$ cat src/rtl/easyaxi_mst_rd_arb_pkg.sv
// Shared AXI read-channel encodings and field widths for the easyaxi read arbiter.
package easyaxi_mst_rd_arb_pkg;
   localparam int LEN_W   = 8;
   localparam int SIZE_W  = 3;
   localparam int BURST_W = 2;
   localparam int RESP_W  = 2;

   typedef enum logic [BURST_W-1:0] {
      BURST_FIXED = 2'd0,
      BURST_INCR  = 2'd1,
      BURST_WRAP  = 2'd2
   } burst_e;

   typedef enum logic [RESP_W-1:0] {
      RESP_OKAY   = 2'd0,
      RESP_EXOKAY = 2'd1,
      RESP_SLVERR = 2'd2,
      RESP_DECERR = 2'd3
   } resp_e;
endpackage

$ cat src/rtl/easyaxi_rr_grant.sv
// Combinational round-robin picker: first set request at or after ptr, wrapping.
module easyaxi_rr_grant #(
   parameter int NUM_REQ = 4,
   parameter int IDX_W   = 2
)(
   input  logic [NUM_REQ-1:0] req,
   input  logic [IDX_W-1:0]   ptr,
   output logic [NUM_REQ-1:0] gnt,
   output logic [IDX_W-1:0]   idx
);
   logic found;

   always_comb begin
      gnt   = '0;
      idx   = '0;
      found = 1'b0;
      for (int k = 0; k < NUM_REQ; k++) begin
         for (int i = 0; i < NUM_REQ; i++) begin
            if (!found && req[i] && (i == (int'(ptr) + k) % NUM_REQ)) begin
               found  = 1'b1;
               gnt[i] = 1'b1;
               idx    = IDX_W'(i);
            end
         end
      end
   end
endmodule

$ cat src/rtl/easyaxi_mst_rd_arb.sv
// Shares one AXI read master port among NUM_REQ requesters; requester index rides in the top ARID bits.
module easyaxi_mst_rd_arb
   import easyaxi_mst_rd_arb_pkg::*;
#(
   parameter int NUM_REQ = 4,
   parameter int IDX_W   = 2,
   parameter int ID_W    = 4,
   parameter int ADDR_W  = 32,
   parameter int DATA_W  = 32,
   parameter int OST_MAX = 4
)(
   input  logic                        clk,
   input  logic                        rst_n,
   input  logic [NUM_REQ-1:0]          req_valid,
   output logic [NUM_REQ-1:0]          req_ready,
   input  logic [NUM_REQ*ADDR_W-1:0]   req_addr,
   input  logic [NUM_REQ*LEN_W-1:0]    req_len,
   input  logic [NUM_REQ*SIZE_W-1:0]   req_size,
   input  logic [NUM_REQ*BURST_W-1:0]  req_burst,
   output logic [NUM_REQ-1:0]          rsp_valid,
   input  logic [NUM_REQ-1:0]          rsp_ready,
   output logic [DATA_W-1:0]           rsp_data,
   output logic [RESP_W-1:0]           rsp_resp,
   output logic                        rsp_last,
   output logic                        axi_arvalid,
   input  logic                        axi_arready,
   output logic [ID_W-1:0]             axi_arid,
   output logic [ADDR_W-1:0]           axi_araddr,
   output logic [LEN_W-1:0]            axi_arlen,
   output logic [SIZE_W-1:0]           axi_arsize,
   output logic [BURST_W-1:0]          axi_arburst,
   input  logic                        axi_rvalid,
   output logic                        axi_rready,
   input  logic [ID_W-1:0]             axi_rid,
   input  logic [DATA_W-1:0]           axi_rdata,
   input  logic [RESP_W-1:0]           axi_rresp,
   input  logic                        axi_rlast,
   output logic                        idle,
   output logic                        err_rid
);
   localparam int OST_W = $clog2(OST_MAX + 1);

   logic [NUM_REQ-1:0][OST_W-1:0] ost_cnt;
   logic [NUM_REQ-1:0]            eligible, gnt, ost_zero, dec;
   logic [IDX_W-1:0]              win_idx, rr_ptr, r_idx;
   logic                          load, grant, r_in_range, r_own_zero, r_hs;

   always_comb begin
      eligible = '0;
      ost_zero = '0;
      for (int i = 0; i < NUM_REQ; i++) begin
         eligible[i] = req_valid[i] & (ost_cnt[i] != OST_W'(OST_MAX));
         ost_zero[i] = (ost_cnt[i] == '0);
      end
   end

   easyaxi_rr_grant #(.NUM_REQ(NUM_REQ), .IDX_W(IDX_W)) u_grant (
      .req (eligible),
      .ptr (rr_ptr),
      .gnt (gnt),
      .idx (win_idx)
   );

   // AR stage may take a new request whenever it is empty or draining this cycle
   assign load      = ~axi_arvalid | axi_arready;
   assign grant     = load & (|eligible);
   assign req_ready = grant ? gnt : '0;

   always_ff @(posedge clk or negedge rst_n) begin
      if (!rst_n) begin
         axi_arvalid <= 1'b0;
         axi_arid    <= '0;
         axi_araddr  <= '0;
         axi_arlen   <= '0;
         axi_arsize  <= '0;
         axi_arburst <= '0;
         rr_ptr      <= '0;
      end else if (grant) begin
         axi_arvalid <= 1'b1;
         axi_arid    <= ID_W'(win_idx) << (ID_W - IDX_W);
         axi_araddr  <= req_addr[int'(win_idx)*ADDR_W +: ADDR_W];
         axi_arlen   <= req_len[int'(win_idx)*LEN_W +: LEN_W];
         axi_arsize  <= req_size[int'(win_idx)*SIZE_W +: SIZE_W];
         axi_arburst <= req_burst[int'(win_idx)*BURST_W +: BURST_W];
         rr_ptr      <= (win_idx == IDX_W'(NUM_REQ - 1)) ? '0 : win_idx + 1'b1;
      end else if (axi_arready) begin
         axi_arvalid <= 1'b0;
      end
   end

   assign r_idx      = axi_rid[ID_W-1 -: IDX_W];
   assign r_in_range = int'(r_idx) < NUM_REQ;

   // Beats for a nonexistent requester are sunk so the R channel never stalls
   always_comb begin
      rsp_valid  = '0;
      dec        = '0;
      axi_rready = 1'b1;
      r_own_zero = 1'b0;
      for (int i = 0; i < NUM_REQ; i++) begin
         if (r_in_range && r_idx == IDX_W'(i)) begin
            rsp_valid[i] = axi_rvalid;
            axi_rready   = rsp_ready[i];
            r_own_zero   = ost_zero[i];
            dec[i]       = axi_rvalid & rsp_ready[i] & axi_rlast & ~ost_zero[i];
         end
      end
   end

   assign r_hs     = axi_rvalid & axi_rready;
   assign rsp_data = axi_rdata;
   assign rsp_resp = axi_rresp;
   assign rsp_last = axi_rlast;

   always_ff @(posedge clk or negedge rst_n) begin
      if (!rst_n) begin
         ost_cnt <= '0;
      end else begin
         for (int i = 0; i < NUM_REQ; i++) begin
            if (req_ready[i] & ~dec[i])      ost_cnt[i] <= ost_cnt[i] + 1'b1;
            else if (dec[i] & ~req_ready[i]) ost_cnt[i] <= ost_cnt[i] - 1'b1;
         end
      end
   end

   always_ff @(posedge clk or negedge rst_n) begin
      if (!rst_n)                                       err_rid <= 1'b0;
      else if (r_hs & (~r_in_range | r_own_zero))       err_rid <= 1'b1;
   end

   assign idle = ~axi_arvalid & ~(|ost_cnt);
endmodule

$ cat config.mk
export PLATFORM = sky130hd
export DESIGN_NAME = easyaxi_mst_rd_arb
export DESIGN_NICKNAME = d
export VERILOG_FILES = /design/src/rtl/easyaxi_mst_rd_arb_pkg.sv /design/src/rtl/easyaxi_rr_grant.sv /design/src/rtl/easyaxi_mst_rd_arb.sv
export SDC_FILE = /design/constraint.sdc
export NUM_CORES = 1
export LEC_CHECK = 0
export CORE_MARGIN = 4
export CORE_UTILIZATION = 32
export CTS_CLUSTER_SIZE = 24
export DETAILED_ROUTE_END_ITERATION = 10
export HOLD_SLACK_MARGIN = 0.03
export PLACE_DENSITY = 0.79
export SYNTH_ARGS = -nofsm -noshare
export SYNTH_HDL_FRONTEND = slang
export SYNTH_SLANG_ARGS = --single-unit
$ cat constraint.sdc
create_clock -name clk -period 2.63 [get_ports clk]
set_input_delay 0.789 -clock clk [delete_from_list [all_inputs] [get_ports clk]]
set_output_delay 0.789 -clock clk [all_outputs]
set_load 0.005 [all_outputs]
==> summary.txt <==
Fill cells: 1135
Hpwl dp: 12.8 mm
Worst setup SP type: input port
CTS clk-pin slew, worst paths: 50 ps
Async S/R FF share, synth: 100%
Design Power: 7.83 mW
Clock Latency Late Sink: 340 ps
Area Overhead vs Synth: 79.7%
Commonest non-fill, non-tap cell in the layout: clkdlybuf4s50_1
Post-Place Cells: 853
Cell Rows: 43
Layout Cells excl Fill: 888
DR vias: 4449
Post-DR wirelength/cell: 18.7 µm
H-Tree Depth: 3
Status: finished, violations left
Final WL: 16.6 mm
Fin nets: 943
Post-Layout Inst Area: 8080 µm²
Drt drc: 0
Die area: 16000 µm²
First-pass GRT wire length: 24.7 mm
F_max: 0.353 GHz
GRT Util Overall: 19.6%
Synthesis-stage register bit count: 63
Post-synth EDFFs: 0
Via density: 5.01
DRT antenna net count: 0
Critical path class: input port to output port
PD cells: 969 nW/µm²
RSZ-0062 raised after global routing: yes
WP data required: 1840 ps
Final Cycle Share: 108%
Number of clock sinks: 63
Distinct cell type count after synthesis: 49
IO Pins: 327
Commonest register cell after synthesis: dfrtp_1
Vias in the first global route: 4677
Clk Tree Root Cell: clkbuf_16
Final Max Tran Viols: 0
Signal arrival time at the worst endpoint: 2040 ps
Sequential-to-total area share from yosys stat: 35.1%
Final Skew: 10.7 ps
Hold slack: 483 ps
Placed Area: 7440 µm²
Post-Syn Area: 4500 µm²
Synth Warn #: 0
Initial antenna violation count: 0
Gp weighted congestion: 0.873
MaxCap Viol Count: 0
First DRT Iteration DRCs: 149
CTS buffer count: 9
Worst-Margin Slew: 733 ps
Core area: 13800 µm²
GRT overflow: 0
Final setup fails: 10
Failing checks: setup timing
Average cell area after synthesis: 10.7 µm²
Max transition margin: 51.1%
Min-delay worst type: register to register
Final hold vios: 0
Sum Neg Setup Slack: -939 ps
Gate Count Post-Synth: 420
CTS tree: done
Leak Pwr: 3.40 nW
Die span in y: 127 µm
Number of port buffers: 254
Post-route setup slack: -203 ps
Layout cells sized above 1: 26.8%
Crit path capture type: output port
Most frequent cells in the layout: 232 x clkdlybuf4s50_1, 88 x mux2i_1, 65 x buf_4
Area of the multi-input gates: 2700 µm²
Tmin final: 2830 ps
Initial Util: 32.5%
Register area: 1580 µm²
VDD IR-drop max: 0.000432 V
Pre-Repair DR Iteration Count: 5
Longest Clk Path Bufs: 2
Ant diodes: 0
Largest net degree at the start of global routing: 49
Die Span X: 127 µm
Crit path max fanout: 3
routing by layer:
layer | global-route usage, % | vias up | wire, µm
met5 | 0 | - | 0
met4 | 6.81 | 0 | 339
met3 | 6.48 | 26 | 1370
met2 | 35.5 | 192 | 8770
met1 | 21.3 | 2142 | 6110
li1 | - | 2089 | -
critical path: stages:
cell and delay (ps):
dlygate4sd2_1 310, a22oi_2 110, a21o_2 220, buf_4 140, nor4_4 300, clkbuf_2 170
synthesized netlist by cell type, types with 2 or more instances:
| cell | count | share of area, % |
|---|---|---|
| o21ai_0 | 4 | 0.45 |
| or3b_2 | 3 | 0.58 |
| nor2_1 | 13 | 1.1 |
| o221ai_1 | 15 | 2.9 |
| buf_2 | 14 | 1.6 |
| a31oi_1 | 2 | 0.28 |
| nor2b_1 | 2 | 0.28 |
| nand2_1 | 58 | 4.8 |
| nor3b_1 | 2 | 0.33 |
| xnor2_1 | 4 | 0.78 |
| dfrtp_1 | 63 | 35 |
| a21oi_1 | 2 | 0.22 |
| ha_1 | 4 | 1.1 |
| a22oi_1 | 4 | 0.67 |
| nand4b_1 | 2 | 0.39 |
| nand3_1 | 2 | 0.22 |
| xor2_1 | 8 | 1.6 |
| o2bb2ai_1 | 2 | 0.39 |
| clkbuf_1 | 8 | 0.67 |
| o221ai_2 | 30 | 10 |
| inv_1 | 6 | 0.50 |
| mux4_2 | 2 | 1.0 |
| buf_6 | 4 | 1.0 |
| or3_1 | 2 | 0.28 |
| fa_1 | 4 | 1.8 |
| a21boi_0 | 2 | 0.33 |
| mux2_2 | 4 | 1.0 |
| nor3_1 | 5 | 0.56 |
| a21o_1 | 2 | 0.33 |
| buf_4 | 39 | 6.5 |
| mux2i_1 | 90 | 20 |
sequential cells by signal, summed over array words and instances, names as in the netlist:
name / cells
axi_araddr: 32
axi_arid: 2
err_rid: 1
axi_arburst: 2
axi_arlen: 8
axi_arsize: 3
ost_cnt: 12
axi_arvalid: 1
rr_ptr: 2
cell families (layout without fill, tap and decap cells):
logic type,Yosys count,count (layout),synth area share [%]
and+or+nand+nor,99,99,10.4
muxes,96,96,22.0
buffers and inverters,71,358,10.2
AOI/OAI and AO/OA,70,70,17.0
DFF,63,63,35.1
xor gates and xnor gates,12,12,2.34
adders and majority gates,8,8,2.89
other,1,2,0.0834
repair_timing:
item,4_1_cts,5_1_grt
cloned,0,2
resized for setup,87,19
hold buffers,0,0
setup buffers,14,6
setup endpoints to repair,65,18
pin swaps,24,17
path summary, 6_finish.rpt:
path                              start       endpoint  slack, ps  cells past startpoint
max                        req_valid[3]   req_ready[3]       -200                      6
min                         axi_arid[3]    axi_arid[3]        480                      2
max reg2reg                 ost_cnt[10]     ost_cnt[7]        -60                     12
min reg2reg                 axi_arid[3]    axi_arid[3]        480                      2
max in group asynchronous         rst_n  axi_araddr[5]       1470                      2
min in group asynchronous         rst_n    ost_cnt[10]        510                      1
area by class of cell:
type | instances | share of cell area, %
Timing Repair Buffer | 337 | 40.3
Multi-Input combinational cell | 287 | 33.4
Sequential cell | 63 | 19.5
Clock buffer | 12 | 3.17
Tap cell | 180 | 2.79
Clock inverter | 3 | 0.526
Inverter | 6 | 0.279
power breakdown:
part           internal, mW  switching (mW)  total (mW)  leakage (nW)
sequential             1.45           0.270        1.72         0.760
clock                 0.778           0.434        1.21         0.145
combinational          2.75            2.15        4.90          2.50
through the flow:
stage	setup WS (ps)	util [%]
2_1_floorplan	14.5	-
3_3_place_gp	-728	53.8
3_5_place_dp	-731	53.8
4_1_cts	-199	57.6
5_1_grt	-299	58.4
6_report	-203	58.4
(Power assumes the default switching activity.)
